### src/rtl/rc5_key_expand.sv
// rtl/rc5_key_expand.sv - RC5-16 key schedule: sequential S-table init and key mixing
module rc5_key_expand #(
  parameter logic [15:0] P16         = 16'hB7E1,
  parameter logic [15:0] Q16         = 16'h9E37,
  parameter int          NUM_SUBKEYS = 34
) (
  input  logic        clk,
  input  logic        rst,
  input  logic        start,
  input  logic [63:0] key,
  input  logic [4:0]  num_rounds,
  output logic [15:0] subkeys [0:NUM_SUBKEYS-1],
  output logic        busy,
  output logic        done,
  output logic        keys_valid
);

  typedef enum logic [1:0] {
    S_IDLE = 2'd0,
    S_INIT = 2'd1,
    S_MIX  = 2'd2,
    S_DONE = 2'd3
  } state_t;

  state_t state, state_nxt;

  logic [15:0] s_tab [0:NUM_SUBKEYS-1];
  logic [15:0] l_reg [0:3];
  logic [15:0] a_reg, b_reg;
  logic [15:0] init_acc;
  logic [5:0]  idx;
  logic [5:0]  i_ptr;
  logic [1:0]  j_ptr;
  logic [6:0]  iter;
  logic [4:0]  rounds_reg;

  logic [5:0]  t_val;
  logic [6:0]  n_steps;
  logic [15:0] sum_a, a_new, ab_sum, b_new;
  logic [5:0]  i_next;
  logic        init_last, mix_last;

  function automatic logic [15:0] rotl16(input logic [15:0] x, input logic [3:0] n);
    logic [31:0] d;
    d = {x, x} << n;
    return d[31:16];
  endfunction

  // t = 2*(rounds+1); mixing covers 3*max(t,4) steps so every L word is hit 3+ times
  assign t_val     = 6'({rounds_reg, 1'b0}) + 6'd2;
  assign n_steps   = (t_val > 6'd4) ? 7'({1'b0, t_val} * 7'd3) : 7'd12;
  assign init_last = (idx == 6'(NUM_SUBKEYS - 1));
  assign mix_last  = (iter == n_steps - 7'd1);
  assign i_next    = (i_ptr == t_val - 6'd1) ? 6'd0 : i_ptr + 6'd1;

  always_comb begin
    sum_a  = s_tab[i_ptr] + a_reg + b_reg;
    a_new  = rotl16(sum_a, 4'd3);
    ab_sum = a_new + b_reg;
    b_new  = rotl16(l_reg[j_ptr] + ab_sum, ab_sum[3:0]);
  end

  always_ff @(posedge clk or posedge rst) begin
    if (rst) state <= S_IDLE;
    else     state <= state_nxt;
  end

  always_comb begin
    state_nxt = state;
    case (state)
      S_IDLE: if (start)     state_nxt = S_INIT;
      S_INIT: if (init_last) state_nxt = S_MIX;
      S_MIX:  if (mix_last)  state_nxt = S_DONE;
      S_DONE:                state_nxt = S_IDLE;
      default:               state_nxt = S_IDLE;
    endcase
  end

  always_comb begin
    busy = (state == S_INIT) || (state == S_MIX);
    done = (state == S_DONE);
  end

  always_ff @(posedge clk or posedge rst) begin
    if (rst) begin
      for (int k = 0; k < NUM_SUBKEYS; k++) s_tab[k] <= '0;
      for (int k = 0; k < 4; k++) l_reg[k] <= '0;
      a_reg      <= '0;
      b_reg      <= '0;
      init_acc   <= '0;
      idx        <= '0;
      i_ptr      <= '0;
      j_ptr      <= '0;
      iter       <= '0;
      rounds_reg <= '0;
      keys_valid <= 1'b0;
    end else begin
      case (state)
        S_IDLE: begin
          if (start) begin
            for (int k = 0; k < 4; k++) l_reg[k] <= key[16*k +: 16];
            rounds_reg <= (num_rounds > 5'd16) ? 5'd16 : num_rounds;
            a_reg      <= '0;
            b_reg      <= '0;
            init_acc   <= P16;
            idx        <= '0;
            i_ptr      <= '0;
            j_ptr      <= '0;
            iter       <= '0;
            keys_valid <= 1'b0;
          end
        end
        S_INIT: begin
          // running sum gives P + idx*Q without a multiplier
          s_tab[idx] <= init_acc;
          init_acc   <= init_acc + Q16;
          idx        <= idx + 6'd1;
        end
        S_MIX: begin
          s_tab[i_ptr] <= a_new;
          l_reg[j_ptr] <= b_new;
          a_reg        <= a_new;
          b_reg        <= b_new;
          i_ptr        <= i_next;
          j_ptr        <= j_ptr + 2'd1;
          iter         <= iter + 7'd1;
          if (mix_last) keys_valid <= 1'b1;
        end
        default: ;
      endcase
    end
  end

  assign subkeys = s_tab;

endmodule
### config.mk
export PLATFORM = sky130hd
export DESIGN_NAME = rc5_key_expand
export DESIGN_NICKNAME = d
export VERILOG_FILES = /design/src/rtl/rc5_key_expand.sv
export SDC_FILE = /design/constraint.sdc
export NUM_CORES = 2
export LEC_CHECK = 0
export ABC_CLOCK_PERIOD_IN_PS = 31200
export CORE_MARGIN = 3
export CORE_UTILIZATION = 55
export CTS_CLUSTER_SIZE = 40
export DETAILED_ROUTE_END_ITERATION = 10
export GPL_ROUTABILITY_DRIVEN = 0
export MAX_ROUTING_LAYER = met4
export PLACE_DENSITY = 0.82
export SLEW_MARGIN = 15
export SYNTH_ARGS = -nofsm -noshare
export SYNTH_HDL_FRONTEND = slang
export SYNTH_SLANG_ARGS = --single-unit
### constraint.sdc
create_clock -name clk -period 31.2 [get_ports clk]
set_clock_uncertainty 0.05 [all_clocks]
set_input_delay 9.36 -clock clk [delete_from_list [all_inputs] [get_ports clk]]
set_output_delay 9.36 -clock clk [all_outputs]
set_load 0.05 [all_outputs]
==> results_dict.tcl <==
set metrics [dict create \
    ys_warn_count 0 \
    fin_crit_ns 12.62 \
    end_kind "primary output" \
    slowest_delay_ns 1.09 \
    drt_iter0_markers 7629 \
    cts_buffers 75 \
    syn2layout_area_growth_pct 24.6 \
    drive_gt1_frac 0.0764 \
    boundaryPins 619 \
    drv_slew 0 \
    worstSetupPathType "reg2out" \
    setup-tns-final_ns 0 \
    yosys_most_used_dff "dfrtp_1" \
    synth_mux_area_frac 0.0175 \
    grt_pass1_vias 38600 \
    ys_async_sr_fraction 1.00 \
    htree_levels 3 \
    post-cts-setup-buffers 0 \
    grt-ovfl-total 0 \
    synth_fp_nets 4540 \
    synth_fa_ha_area_frac 0.0323 \
    relSlewSlack 0.118 \
    hold_class "reg2reg" \
    path_max_fanout 37 \
    yosysSeqAreaShare 0.452 \
    postSynthAreaPerCell_um2 8.66 \
    postRouteAntennaNets 0 \
    synth_xor_area_frac 0.0204 \
    cts_resized 0 \
    synth_area_um2 37900 \
    synth-simple-area-share 0.128 \
    routed_via_density 7.26 \
    status "complete, no violations" \
    final-hold-violation-count 0 \
    cts_root_buf "clkbuf_16" \
    start_kind "flop" \
    die-area_um2 72100 \
    synth_top_family_by_area "compound AO/OA/AOI/OAI gates" \
    worstPathRequired_ns 21.79 \
    rsz0062_at_grt "no" \
    routed-via-count 41000 \
    dieWidth_um 269 \
    dp_hpwl_mm 118 \
    path_buf_inv 3 \
    fmax_ghz 0.0792 \
    n_fill_cell 5171 \
    hold_buffers 0 \
    grt_max_degree 162 \
    wl_mm 176 \
    cap_violations 0 \
    clock_path_buffers 3 \
    synth_edf_count 0 \
    synthDistinctLibCells 89 \
    wire_per_inst_um 31.1 \
    synth-compound-area-share 0.298 \
    slowest_stage "clkdlybuf4s50_1" \
    fin_crit_sh 0.405 \
    first_pass_iters 11 \
    tightest_slew_ns 1.32 \
    start_util 0.560 \
    ys_ff_latch 685 \
    rows 95 \
    portBuffers 618 \
    cts.sinks 685 \
    grt_pass1_wl_mm 252 \
    setup_viol 0 \
    cp_data_arrival_time_ns 3.21 \
    fin_nets 4875 \
    clk_pin_slew_ns 0.06 \
    postSynthCellCount 4381 \
    cts_tree "built" \
    drc 0 \
    crit_family "buffers and inverters" \
    track_usage 0.486 \
    antenna_found_initial 7 \
    largest_register_ffs 544 \
    path_cells "inv_1 -> ha_2 -> buf_4 -> clkdlybuf4s50_1" \
    insertion_delay_ns 0.65 \
    fp.dieH_um 269 \
    core_area_um2 67800 \
]
## path summary, 6_finish.rpt
check                                  start           end  cells after the start  slack (ns)
min in group asynchronous                rst   subkeys[57]                      2        9.25
worst max register to register      i_ptr[2]      b_reg[2]                     40       19.41
worst min register to register  subkeys[104]  subkeys[104]                      2        0.46
max in group asynchronous                rst  subkeys[465]                      4       19.45
worst min-delay path            subkeys[104]  subkeys[104]                      2        0.46
worst max-delay path                state[0]          busy                      4       18.58
## layer usage
metal | up-vias | routed length, um | track usage
li1 | 16500 | - | -
met2 | 4166 | 71200 | 0.667
met1 | 19200 | 56500 | 0.570
met3 | 1144 | 30300 | 0.198
met4 | 0 | 18100 | 0.361
met5 | - | 0 | -
## cell families after synthesis
kind of cell | Yosys count
AND/OR/NAND/NOR | 1122
flip-flops | 685
buffers and inverters | 518
adder cells (fa/ha/maj) | 87
AO/OA/AOI/OAI | 1845
XOR/XNOR | 82
multiplexers | 42
## per-stage QoR
stage	cell area [um2]	utilization	hold slack, ns	setup WS, ns	instances
after floorplan	37900	-	0.399	2.59	4381
after global placement	44500	0.657	0.417	18.65	5511
after detailed placement	44500	0.657	0.448	18.55	5511
after CTS	47100	0.695	0.456	18.76	5648
after global routing	47200	0.697	0.474	18.54	5656
final	47200	0.697	0.457	18.58	5656
## worst reg2reg max path: cells and delay by family, from the launching register on
family | cells | cell delay (ns)
flip-flops | 1 | 0.39
buffers and inverters | 2 | 0.81
XOR/XNOR | 2 | 0.35
AO/OA/AOI/OAI | 24 | 5.94
AND/OR/NAND/NOR | 6 | 1.76
adder cells (fa/ha/maj) | 6 | 2.33
## cell usage after synthesis, types with 12 or more instances
cell type / count / area [um2]
fa_1: 18 / 360
a22o_1: 34 / 298
a222oi_1: 16 / 160
nand2b_1: 18 / 113
o22ai_1: 29 / 181
a211oi_1: 68 / 510
nor2_1: 205 / 769
nor3_1: 81 / 405
nor2b_1: 18 / 113
o21ai_1: 34 / 170
and2_1: 25 / 156
a21o_1: 29 / 218
a221oi_1: 20 / 175
o22a_1: 20 / 175
xor2_1: 30 / 263
nand2_1: 639 / 2400
o221ai_1: 12 / 105
buf_1: 30 / 113
dfrtp_1: 685 / 17100
inv_1: 79 / 297
and3_1: 17 / 106
o211ai_1: 13 / 97.6
a21oi_1: 507 / 2540
a22oi_1: 355 / 2670
nand4_1: 49 / 307
clkbuf_1: 400 / 1500
nand3_1: 26 / 130
o21ai_0: 588 / 2940
a31oi_1: 26 / 163
mux4_2: 18 / 405
or3_1: 12 / 75.1
ha_1: 69 / 863
xnor2_1: 47 / 412
## cell usage in the layout (no fill, tap or decap), types with 29 or more instances in the layout
cell type	Yosys	final
dfrtp_1	685	685
nand2_1	639	639
clkdlybuf4s50_1	0	618
o21ai_0	588	584
a21oi_1	507	507
a22oi_1	355	355
nor2_1	205	194
nor3_1	81	80
inv_1	79	78
clkbuf_16	0	77
buf_4	0	76
a211oi_1	68	68
ha_1	69	67
nand4_1	49	49
xnor2_1	47	45
a22o_1	34	34
xor2_1	30	30
a21o_1	29	29
o22ai_1	29	29
## area by class of cell
class	instances	area, um2	share of cell area
Multi-Input combinational cell	3178	19300	0.408
Sequential cell	685	17100	0.363
Timing Repair Buffer	696	6800	0.144
Clock buffer	117	2340	0.0495
Tap cell	873	1090	0.0231
Inverter	80	308	0.00651
Clock inverter	20	262	0.00553
Antenna cell	7	17.5	0.000371
Power is left out: the tool's default activity adds up to more than one toggle a clock period on the data nets, which glitch-free logic cannot reach.
